==> config.mk <==
export PLATFORM = sky130hd
export DESIGN_NAME = uart_msg_scheduler
export DESIGN_NICKNAME = d
export VERILOG_FILES = /design/src/rtl/uart_msg_scheduler.sv
export SDC_FILE = /design/constraint.sdc
export NUM_CORES = 1
export LEC_CHECK = 0
export BUFFER_PORTS_ARGS = -buffer_cell sky130_fd_sc_hd__buf_2
export CAP_MARGIN = 20
export CORE_MARGIN = 4
export CORE_UTILIZATION = 57
export DETAILED_ROUTE_END_ITERATION = 10
export PLACE_DENSITY = 0.83
export SYNTH_ARGS = -nofsm -noshare
export SYNTH_HDL_FRONTEND = slang
export SYNTH_SLANG_ARGS = --single-unit
==> constraint.sdc <==
create_clock -name clk -period 6.3 [get_ports clk]
set_clock_uncertainty 0.2 [all_clocks]
set_input_delay 1.26 -clock clk [delete_from_list [all_inputs] [get_ports clk]]
set_output_delay 1.26 -clock clk [all_outputs]
set_load 0.01 [all_outputs]
==> src/rtl/uart_msg_scheduler.sv <==
`timescale 1ns/1ps
`default_nettype none
// ============================================================================
//  Module      : uart_msg_scheduler
//  Description : Transmit-side controller for the multiplayer UART link.
//                Queues ready / hit / lost game events, arbitrates them by
//                fixed priority (LOST > HIT > READY) and hands one ASCII
//                command byte at a time to the shared UART transmitter.
//  Revision    : 1.0 - initial release
// ============================================================================
module uart_msg_scheduler #(
    parameter logic [7:0] CHAR_LOST     = 8'h4C,
    parameter logic [7:0] CHAR_HIT      = 8'h44,
    parameter logic [7:0] CHAR_READY    = 8'h52,
    parameter int         GAP_CYCLES    = 16,
    parameter int         START_TIMEOUT = 8
) (
    input  logic       clk,
    input  logic       rst,
    input  logic       multiplayer,
    input  logic       req_ready,
    input  logic       req_hit,
    input  logic       req_lost,
    input  logic       tx_busy,
    output logic       tx_start,
    output logic [7:0] tx_data,
    output logic       pend_ready,
    output logic       pend_lost,
    output logic [3:0] hit_count,
    output logic       hit_overflow,
    output logic       game_over_sent
);

    // One counter serves both the start timeout and the inter-byte gap.
    localparam int C_CNT_MAX = (GAP_CYCLES > START_TIMEOUT) ? GAP_CYCLES : START_TIMEOUT;
    localparam int C_CW      = $clog2(C_CNT_MAX + 1);

    typedef enum logic [2:0] {
        S_IDLE      = 3'd0,
        S_LOAD      = 3'd1,
        S_WAIT_BUSY = 3'd2,
        S_WAIT_DONE = 3'd3,
        S_GAP       = 3'd4
    } state_t;

    state_t          r_state;
    state_t          w_state_next;
    logic [C_CW-1:0] r_cnt;
    logic [C_CW-1:0] w_cnt_next;
    logic            w_grant_lost;
    logic            w_grant_hit;
    logic            w_grant_ready;
    logic            w_grant_any;
    logic            w_pending;
    logic            w_hit_inc;

    assign w_pending   = pend_lost | pend_ready | (hit_count != 4'd0);
    assign w_grant_any = w_grant_lost | w_grant_hit | w_grant_ready;
    assign w_hit_inc   = multiplayer & req_hit;

    // State and shared counter register.
    always_ff @(posedge clk) begin
        if (rst) begin
            r_state <= S_IDLE;
            r_cnt   <= '0;
        end else begin
            r_state <= w_state_next;
            r_cnt   <= w_cnt_next;
        end
    end

    // Next-state logic and arbitration; arbitration happens only in IDLE.
    always_comb begin
        w_state_next  = r_state;
        w_cnt_next    = r_cnt;
        w_grant_lost  = 1'b0;
        w_grant_hit   = 1'b0;
        w_grant_ready = 1'b0;
        case (r_state)
            S_IDLE: begin
                if (multiplayer && !game_over_sent && w_pending) begin
                    w_state_next = S_LOAD;
                    if (pend_lost)
                        w_grant_lost = 1'b1;
                    else if (hit_count != 4'd0)
                        w_grant_hit = 1'b1;
                    else
                        w_grant_ready = 1'b1;
                end
            end
            S_LOAD: begin
                w_state_next = S_WAIT_BUSY;
                w_cnt_next   = '0;
            end
            S_WAIT_BUSY: begin
                if (tx_busy) begin
                    w_state_next = S_WAIT_DONE;
                end else if (r_cnt == C_CW'(START_TIMEOUT - 1)) begin
                    // UART never acknowledged: treat the byte as sent.
                    w_state_next = S_GAP;
                    w_cnt_next   = '0;
                end else begin
                    w_cnt_next = r_cnt + C_CW'(1);
                end
            end
            S_WAIT_DONE: begin
                if (!tx_busy) begin
                    w_state_next = S_GAP;
                    w_cnt_next   = '0;
                end
            end
            S_GAP: begin
                if (r_cnt == C_CW'(GAP_CYCLES - 1))
                    w_state_next = S_IDLE;
                else
                    w_cnt_next = r_cnt + C_CW'(1);
            end
            default: begin
                w_state_next = S_IDLE;
                w_cnt_next   = '0;
            end
        endcase
    end

    // Transmit strobe and data; data is held for the whole byte, zeroed on return to IDLE.
    always_ff @(posedge clk) begin
        if (rst) begin
            tx_start <= 1'b0;
            tx_data  <= 8'h00;
        end else begin
            tx_start <= w_grant_any;
            if (w_grant_lost)
                tx_data <= CHAR_LOST;
            else if (w_grant_hit)
                tx_data <= CHAR_HIT;
            else if (w_grant_ready)
                tx_data <= CHAR_READY;
            else if (w_state_next == S_IDLE && r_state != S_IDLE)
                tx_data <= 8'h00;
        end
    end

    // Request capture: set beats clear, simultaneous hit inc/dec cancel out.
    always_ff @(posedge clk) begin
        if (rst || !multiplayer) begin
            pend_ready     <= 1'b0;
            pend_lost      <= 1'b0;
            hit_count      <= 4'd0;
            hit_overflow   <= 1'b0;
            game_over_sent <= 1'b0;
        end else begin
            pend_ready     <= req_ready | (pend_ready & ~w_grant_ready);
            pend_lost      <= req_lost  | (pend_lost  & ~w_grant_lost);
            game_over_sent <= game_over_sent | w_grant_lost;
            if (w_hit_inc && !w_grant_hit) begin
                if (hit_count == 4'd15)
                    hit_overflow <= 1'b1;
                else
                    hit_count <= hit_count + 4'd1;
            end else if (!w_hit_inc && w_grant_hit) begin
                hit_count <= hit_count - 4'd1;
            end
        end
    end

endmodule
`default_nettype wire
==> tab_implementation.tex, run 1 <==
\begin{tabular}{lr}
\hline
Metric & Value \\
\hline
\multicolumn{2}{l}{\textbf{Timing}} \\
Number of max-slew violations in the final report & 0 \\
Post-layout min period & 3590 ps \\
Fin Setup TNS & 0 ps \\
Portion of the clock cycle consumed by the worst path in the final layout & 56.99\% \\
Worst rel slew slack & 64.09\% \\
Final hold violation count & 0 \\
Worst Hold Slack & 262.1 ps \\
Final setup vio count & 0 \\
Actual slew at the worst max-slew pin & 537.6 ps \\
Maximum clock frequency & 278.5 MHz \\
Unrepaired setup endpoints after global routing & false \\
\multicolumn{2}{l}{\textbf{Floorplan}} \\
Overall die area & 2807 µm² \\
Die width & 52.99 µm \\
Cell row count & 16 \\
Placeable core region & 1942 µm² \\
I/O Pins & 24 \\
Vertical die dimension & 52.99 µm \\
Starting density of the core & 59.41\% \\
\multicolumn{2}{l}{\textbf{Synth}} \\
Number of warnings printed during yosys synthesis & 0 \\
Fraction of registers with async set or reset after synthesis & 0\% \\
Mapped Area & 1154 µm² \\
Dominant register cell in the synthesized netlist & sky130\_fd\_sc\_hd\_\_dfxtp\_1 \\
Part of the Yosys area used for sequential elements & 36.44\% \\
Synth cell types & 46 \\
Number of flops mapped to enable cells by yosys & 0 \\
Gate count after technology mapping & 132 \\
Average cell area after synthesis & 8.739 µm² \\
Count of state elements after synthesis & 21 \\
\multicolumn{2}{l}{\textbf{Placed design}} \\
Detailed placer's ending HPWL & 1.836 mm \\
Final GP Congestion & 0.7859 \\
\# port buffers & 20 \\
\multicolumn{2}{l}{\textbf{Global route}} \\
Via count of the first global-routing pass & 949 \\
Total Routing Usage GR & 18.82\% \\
Antenna violations before repair & 0 \\
Wire length of the first global-routing pass & 3.946 mm \\
Pin count of the biggest net entering global routing & 15 \\
Leftover overflow at the end of global routing & 0 \\
\multicolumn{2}{l}{\textbf{Cells and area}} \\
Area added between synthesis and finish & 10.52\% \\
Leading cell types in the layout, fill and taps excluded & 21 x sky130\_fd\_sc\_hd\_\_dfxtp\_1, 20 x sky130\_fd\_sc\_hd\_\_buf\_2, 14 x sky130\_fd\_sc\_hd\_\_nand2\_1 \\
Sequential Area & 420.4 µm² \\
Net count reported at finish & 163 \\
Count of antenna diodes in the layout & 0 \\
Footprint of the multi-input gates & 671.9 µm² \\
Filler cells & 174 \\
Most common cell after layout, fill and taps aside & sky130\_fd\_sc\_hd\_\_dfxtp\_1 \\
Fraction of final layout cells with drive strength greater than 1 & 19.33\% \\
\multicolumn{2}{l}{\textbf{Power and ir drop}} \\
Share of total power consumed by net switching & 29.67\% \\
Switching power summed over all nets & 77.96 µW \\
Leakage power total & 0.5690 nW \\
Part of the power in registers & 55.4\% \\
PwrDens & 206.1 nW/µm² \\
Internal portion of total power & 184.8 µW \\
Maximum vdd ir drop & 0.1320 mV \\
Logic gate share of total power & 20.0\% \\
Fraction of power consumed by the clock network & 24.6\% \\
\multicolumn{2}{l}{\textbf{Drt}} \\
Aggregate routed wire length & 2.427 mm \\
DRC violation count after routing & 0 \\
Post-DR vias/cell & 5.791 \\
Number of nets with antenna violations after routing & 0 \\
Total iterations of the first detailed-routing run & 4 \\
Overall via count from detail\_route & 1,025 \\
Count of routing violations after the opening detailed-route iteration & 38 \\
Mean routed wirelength per cell & 13.71 µm \\
\multicolumn{2}{l}{\textbf{Worst setup path}} \\
WP data required & 6300 ps \\
Crit path cell chain & buf\_2 -> or3b\_4 -> nor4\_4 -> nand3b\_1 -> ha\_1 -> and3\_1 -> or3\_1 -> mux2\_2 -> mux2i\_1 \\
Kind of start point of the critical path & input port \\
Maximum fanout along the worst path & 6 \\
CP Class & input port to flip-flop \\
Critical Path Max Stage Delay & 410 ps \\
Arrival time worst endpoint & 3590 ps \\
Endpoint class of the critical path & flip-flop \\
Standard cell with the maximum stage delay on the critical path & sky130\_fd\_sc\_hd\_\_or3b\_4 \\
\multicolumn{2}{l}{\textbf{Clock tree}} \\
Clock Tree Root & sky130\_fd\_sc\_hd\_\_clkbuf\_4 \\
Clock buffer count from CTS & 3 \\
Maximum count of clock buffers along a single path & 2 \\
H-Tree Level Count & 1 \\
Clock insertion delay at the later pin of the skew report & 300 ps \\
Reg clk slew, reported paths & 110 ps \\
CTS tree & built \\
Resized cells post-CTS & 0 \\
Buffers inserted by post-CTS timing repair & 0 \\
Sinks on the clock net & 21 \\
Post-CTS Hold Fix Bufs & 0 \\
\multicolumn{2}{l}{\textbf{Flow run}} \\
Max capacitance violation total & 0 \\
\multicolumn{2}{l}{\textbf{Hold path}} \\
Class of the worst hold path & flip-flop to flip-flop \\
\multicolumn{2}{l}{\textbf{Outcome}} \\
Outcome & complete, no violations \\
\hline
\end{tabular}
-- cell families (layout without fill, tap and decap cells) --
group                      Yosys count  after routing  synth area share [%]
and+or+nand+nor                     51             51                 26.14
AOI/OAI and AO/OA                   32             32                 17.79
other                                1              3                0.3251
DFF                                 21             21                 36.44
muxes                                6              6                 5.748
adders and majority gates            5              5                 6.074
buffers and inverters               14             30                 5.965
xor gates and xnor gates             2              2                 1.519
-- sequential cells by signal, indices dropped and copies added, names as in the netlist --
register / flops
r_cnt: 5
hit_count: 4
tx_data: 4
r_state: 3
game_over_sent: 1
hit_overflow: 1
pend_lost: 1
pend_ready: 1
tx_start: 1
-- path summary, 6_finish.rpt --
check | cells after the start | slack, ps | from | end
worst max-delay path | 9 | 2710 | multiplayer | hit_count[3]$_SDFFE_PP0P_
worst min-delay path | 2 | 260 | tx_data[6]$_SDFFE_PP0P_ | tx_data[6]$_SDFFE_PP0P_
worst max register to register | 8 | 3310 | r_state[2]$_SDFF_PP0_ | hit_count[3]$_SDFFE_PP0P_
worst min register to register | 2 | 260 | tx_data[6]$_SDFFE_PP0P_ | tx_data[6]$_SDFFE_PP0P_
-- Yosys cell counts, types with 2 or more instances --
cell type	number	area share [%]
sky130_fd_sc_hd__nand4_1	2	1.1
sky130_fd_sc_hd__nand2b_1	5	2.7
sky130_fd_sc_hd__nor2_1	6	2.0
sky130_fd_sc_hd__nand3b_1	2	1.3
sky130_fd_sc_hd__clkbuf_1	2	0.65
sky130_fd_sc_hd__nor3_1	3	1.3
sky130_fd_sc_hd__o211ai_1	2	1.3
sky130_fd_sc_hd__nand3_1	2	0.87
sky130_fd_sc_hd__ha_1	4	4.3
sky130_fd_sc_hd__and3_1	3	1.6
sky130_fd_sc_hd__o2bb2ai_1	2	1.5
sky130_fd_sc_hd__o31ai_1	2	1.3
sky130_fd_sc_hd__mux2i_1	4	3.5
sky130_fd_sc_hd__o21a_1	2	1.3
sky130_fd_sc_hd__a21oi_1	12	5.2
sky130_fd_sc_hd__o21ai_1	3	1.3
sky130_fd_sc_hd__buf_4	4	2.6
sky130_fd_sc_hd__nor3b_1	3	2.0
sky130_fd_sc_hd__inv_1	5	1.6
sky130_fd_sc_hd__a21o_1	3	2.0
sky130_fd_sc_hd__nand2_1	14	4.6
sky130_fd_sc_hd__dfxtp_1	21	36
sky130_fd_sc_hd__or3_1	2	1.1
sky130_fd_sc_hd__or2_1	2	1.1
-- power by group through the flow --
stage / combinational [mW] / clock (mW) / sequential, mW
2_1_floorplan: 0.0387 / 0 / 0.148
3_3_place_gp: 0.0498 / 0 / 0.148
3_5_place_dp: 0.0513 / 0 / 0.149
4_1_cts: 0.0517 / 0.0674 / 0.146
5_1_grt: 0.0578 / 0.0710 / 0.147
6_report: 0.0525 / 0.0646 / 0.146
-- metrics by stage --
| stage | std cells | cell area [µm²] | power [mW] | utilization [%] | worst slack (ps) |
|---|---|---|---|---|---|
| after floorplan | 134 | 1161 | 0.1869 | - | 2703 |
| after global placement | 173 | 1249 | 0.1977 | 64.30 | 2505 |
| after detailed placement | 173 | 1249 | 0.1999 | 64.30 | 2414 |
| after CTS | 177 | 1275 | 0.2647 | 65.66 | 2734 |
| after global routing | 177 | 1275 | 0.2754 | 65.66 | 2594 |
| final | 177 | 1275 | 0.2627 | 65.66 | 2710 |
-- per-layer routing --
layer | routed length (µm) | part of all wire (%) | vias to the layer above | track usage [%]
met3 | 148 | 6.1 | 6 | 2.817
met5 | 0 | 0 | - | 0
li1 | - | - | 501 | -
met1 | 1092 | 45 | 484 | 22.45
met2 | 1147 | 47 | 34 | 33.88
met4 | 38 | 1.6 | 0 | 6.383
-- cell type report --
type / count / share of cell area [%]
Multi-Input combinational cell: 99 / 52.70
Sequential cell: 21 / 32.97
Timing Repair Buffer: 20 / 7.851
Tap cell: 27 / 2.650
Clock buffer: 4 / 2.061
Inverter: 6 / 1.766
-- critical path: cells and delay by family --
family	cells	cell delay (ps)
fa+ha+maj	1	290
simple gates	5	1520
buf+inv	1	130
mux	2	390
Note: power is estimated with default switching activity, not from simulation.
==> run 2: changes to the inputs <==
CORE_UTILIZATION = 53   (was 57)
PLACE_DENSITY = 0.78   (was 0.83)
clock period = 3.73 ns   (was 6.3 ns; I/O delays follow)
==> run 2 against run 1 <==
  * Critical endpoint unchanged
  * Final cell count unchanged
  * Clock power grew 72%
  * Sequential cell count is the same
==> tab_implementation.tex, run 2 (synthesis results as in run 1) <==
\begin{tabular}{lr}
\hline
Metric & Value \\
\hline
\multicolumn{2}{l}{\textbf{Worst setup path}} \\
CP Class & input port to flip-flop \\
Maximum fanout along the worst path & 6 \\
Launching instance or port of the critical path & multiplayer \\
Arrival time worst endpoint & 3040 ps \\
Critical Path Max Stage Delay & 410 ps \\
WP data required & 3730 ps \\
RR Startpoint & r\_state[2]\$\_SDFF\_PP0\_ \\
Endpoint class of the critical path & flip-flop \\
Standard cell with the maximum stage delay on the critical path & sky130\_fd\_sc\_hd\_\_or3b\_4 \\
Crit path cell chain & buf\_2 -> or3b\_4 -> nor4\_4 -> nand3b\_1 -> ha\_1 -> and3\_1 -> or3\_1 -> mux2\_2 -> mux2i\_1 \\
Kind of start point of the critical path & input port \\
\multicolumn{2}{l}{\textbf{Drt}} \\
DRC violation count after routing & 0 \\
Aggregate routed wire length & 2.293 mm \\
Count of routing violations after the opening detailed-route iteration & 20 \\
Mean routed wirelength per cell & 12.95 µm \\
Overall via count from detail\_route & 983 \\
Total iterations of the first detailed-routing run & 4 \\
Number of nets with antenna violations after routing & 0 \\
Post-DR vias/cell & 5.554 \\
\multicolumn{2}{l}{\textbf{Hold path}} \\
Class of the worst hold path & flip-flop to flip-flop \\
Worst min-delay path startpoint & tx\_data[6]\$\_SDFFE\_PP0P\_ \\
\multicolumn{2}{l}{\textbf{Timing}} \\
Worst rel slew slack & 62.89\% \\
Maximum clock frequency & 328.6 MHz \\
Worst Hold Slack & 259.8 ps \\
Actual slew at the worst max-slew pin & 551.9 ps \\
Portion of the clock cycle consumed by the worst path in the final layout & 81.60\% \\
Unrepaired setup endpoints after global routing & false \\
Final hold violation count & 0 \\
Fin Setup TNS & 0 ps \\
Number of max-slew violations in the final report & 0 \\
Final setup vio count & 0 \\
Post-layout min period & 3044 ps \\
\multicolumn{2}{l}{\textbf{Outcome}} \\
Outcome & complete, no violations \\
\multicolumn{2}{l}{\textbf{Placed design}} \\
Placed Cells incl. Taps & 173 \\
Detailed placer's ending HPWL & 1.778 mm \\
\# port buffers & 20 \\
Final GP Congestion & 0.7950 \\
Standard cell area after detailed placement & 1249 µm² \\
\multicolumn{2}{l}{\textbf{Global route}} \\
Total Routing Usage GR & 16.86\% \\
Met3 Resource Use GR & 2.452\% \\
Leftover overflow at the end of global routing & 0 \\
Pin count of the biggest net entering global routing & 15 \\
Global routing met1 resource utilization & 20.56\% \\
Via count of the first global-routing pass & 882 \\
Wire length of the first global-routing pass & 3.657 mm \\
Antenna violations before repair & 0 \\
Met2 track demand over resource in global routing & 28.94\% \\
Layer with the highest usage after global routing & met2 \\
\multicolumn{2}{l}{\textbf{Cells and area}} \\
Register ranked first by flip-flop count & r\_cnt \\
Count of antenna diodes in the layout & 0 \\
Net count reported at finish & 163 \\
Area added between synthesis and finish & 10.63\% \\
Fraction of final layout cells with drive strength greater than 1 & 20.00\% \\
Most common cell after layout, fill and taps aside & sky130\_fd\_sc\_hd\_\_dfxtp\_1 \\
Post-route design area & 1276 µm² \\
Max FFs per register & 5 \\
Biggest regs & r\_cnt x5, hit\_count x4, tx\_data x4 \\
Filler cells & 188 \\
Final cell count without fillers & 177 \\
Leading cell types in the layout, fill and taps excluded & 21 x sky130\_fd\_sc\_hd\_\_dfxtp\_1, 20 x sky130\_fd\_sc\_hd\_\_buf\_2, 14 x sky130\_fd\_sc\_hd\_\_nand2\_1 \\
\multicolumn{2}{l}{\textbf{Floorplan}} \\
Overall die area & 2987 µm² \\
Starting density of the core & 57.05\% \\
Die width & 54.66 µm \\
Placeable core region & 2022 µm² \\
Vertical die dimension & 54.66 µm \\
Cell row count & 16 \\
I/O Pins & 24 \\
\multicolumn{2}{l}{\textbf{Clock tree}} \\
Clock insertion delay at the later pin of the skew report & 310 ps \\
Sinks on the clock net & 21 \\
Maximum count of clock buffers along a single path & 2 \\
Resized cells post-CTS & 0 \\
Buffers inserted by post-CTS timing repair & 0 \\
Clock buffer count from CTS & 3 \\
Reg clk slew, reported paths & 130 ps \\
H-Tree Level Count & 1 \\
Post-CTS Hold Fix Bufs & 0 \\
Clock Tree Root & sky130\_fd\_sc\_hd\_\_clkbuf\_4 \\
CTS tree & built \\
\multicolumn{2}{l}{\textbf{Power and ir drop}} \\
Leakage power total & 0.5717 nW \\
PwrDens & 345.9 nW/µm² \\
Maximum vdd ir drop & 0.2419 mV \\
\multicolumn{2}{l}{\textbf{Flow run}} \\
Max capacitance violation total & 0 \\
\hline
\end{tabular}
-- run 2: where the power goes --
part	switching [mW]	total (mW)	internal (mW)	leakage, nW
logic	0.0490	0.0855	0.0365	0.383
registers	0.0113	0.245	0.234	0.171
clock network	0.0707	0.111	0.0400	0.0177
-- run 2: final timing paths --
kind / end / slack, ps / cells after the start
max: hit_count[3]$_SDFFE_PP0P_ / 690 / 9
min: tx_data[6]$_SDFFE_PP0P_ / 260 / 2
max reg2reg: hit_count[3]$_SDFFE_PP0P_ / 770 / 8
min reg2reg: tx_data[6]$_SDFFE_PP0P_ / 260 / 2
-- run 2: critical path, delay by kind of cell --
kind | cells | cell delay, ps
AND/OR/NAND/NOR | 5 | 1490
multiplexers | 2 | 390
adder cells (fa/ha/maj) | 1 | 290
buffers and inverters | 1 | 130
-- run 2: cell type report --
| type | count | area [µm²] | share of cell area [%] |
|---|---|---|---|
| clock buffer | 3 | 22.52 | 1.765 |
| sequential | 21 | 420.4 | 32.94 |
| clock inverter | 1 | 5.005 | 0.3922 |
| inverter | 6 | 22.52 | 1.765 |
| tap | 27 | 33.78 | 2.647 |
| timing repair buffer | 20 | 100.1 | 7.843 |
| multi-input combinational | 99 | 671.9 | 52.65 |
-- run 2: routing by layer --
metal / up-vias / share of wire, %
li1: 502 / -
met1: 456 / 45
met2: 23 / 49
met3: 2 / 5.4
met4: 0 / 0.57
met5: - / 0
-- run 2: through the flow --
step | util (%) | power [mW] | setup WS (ps)
floorplan | - | 0.3156 | 646.6
global placement | 61.76 | 0.3332 | 444.6
detailed placement | 61.76 | 0.3357 | 375.7
CTS | 63.12 | 0.4446 | 700.7
global route | 63.12 | 0.4665 | 601.0
finish | 63.12 | 0.4414 | 686.4
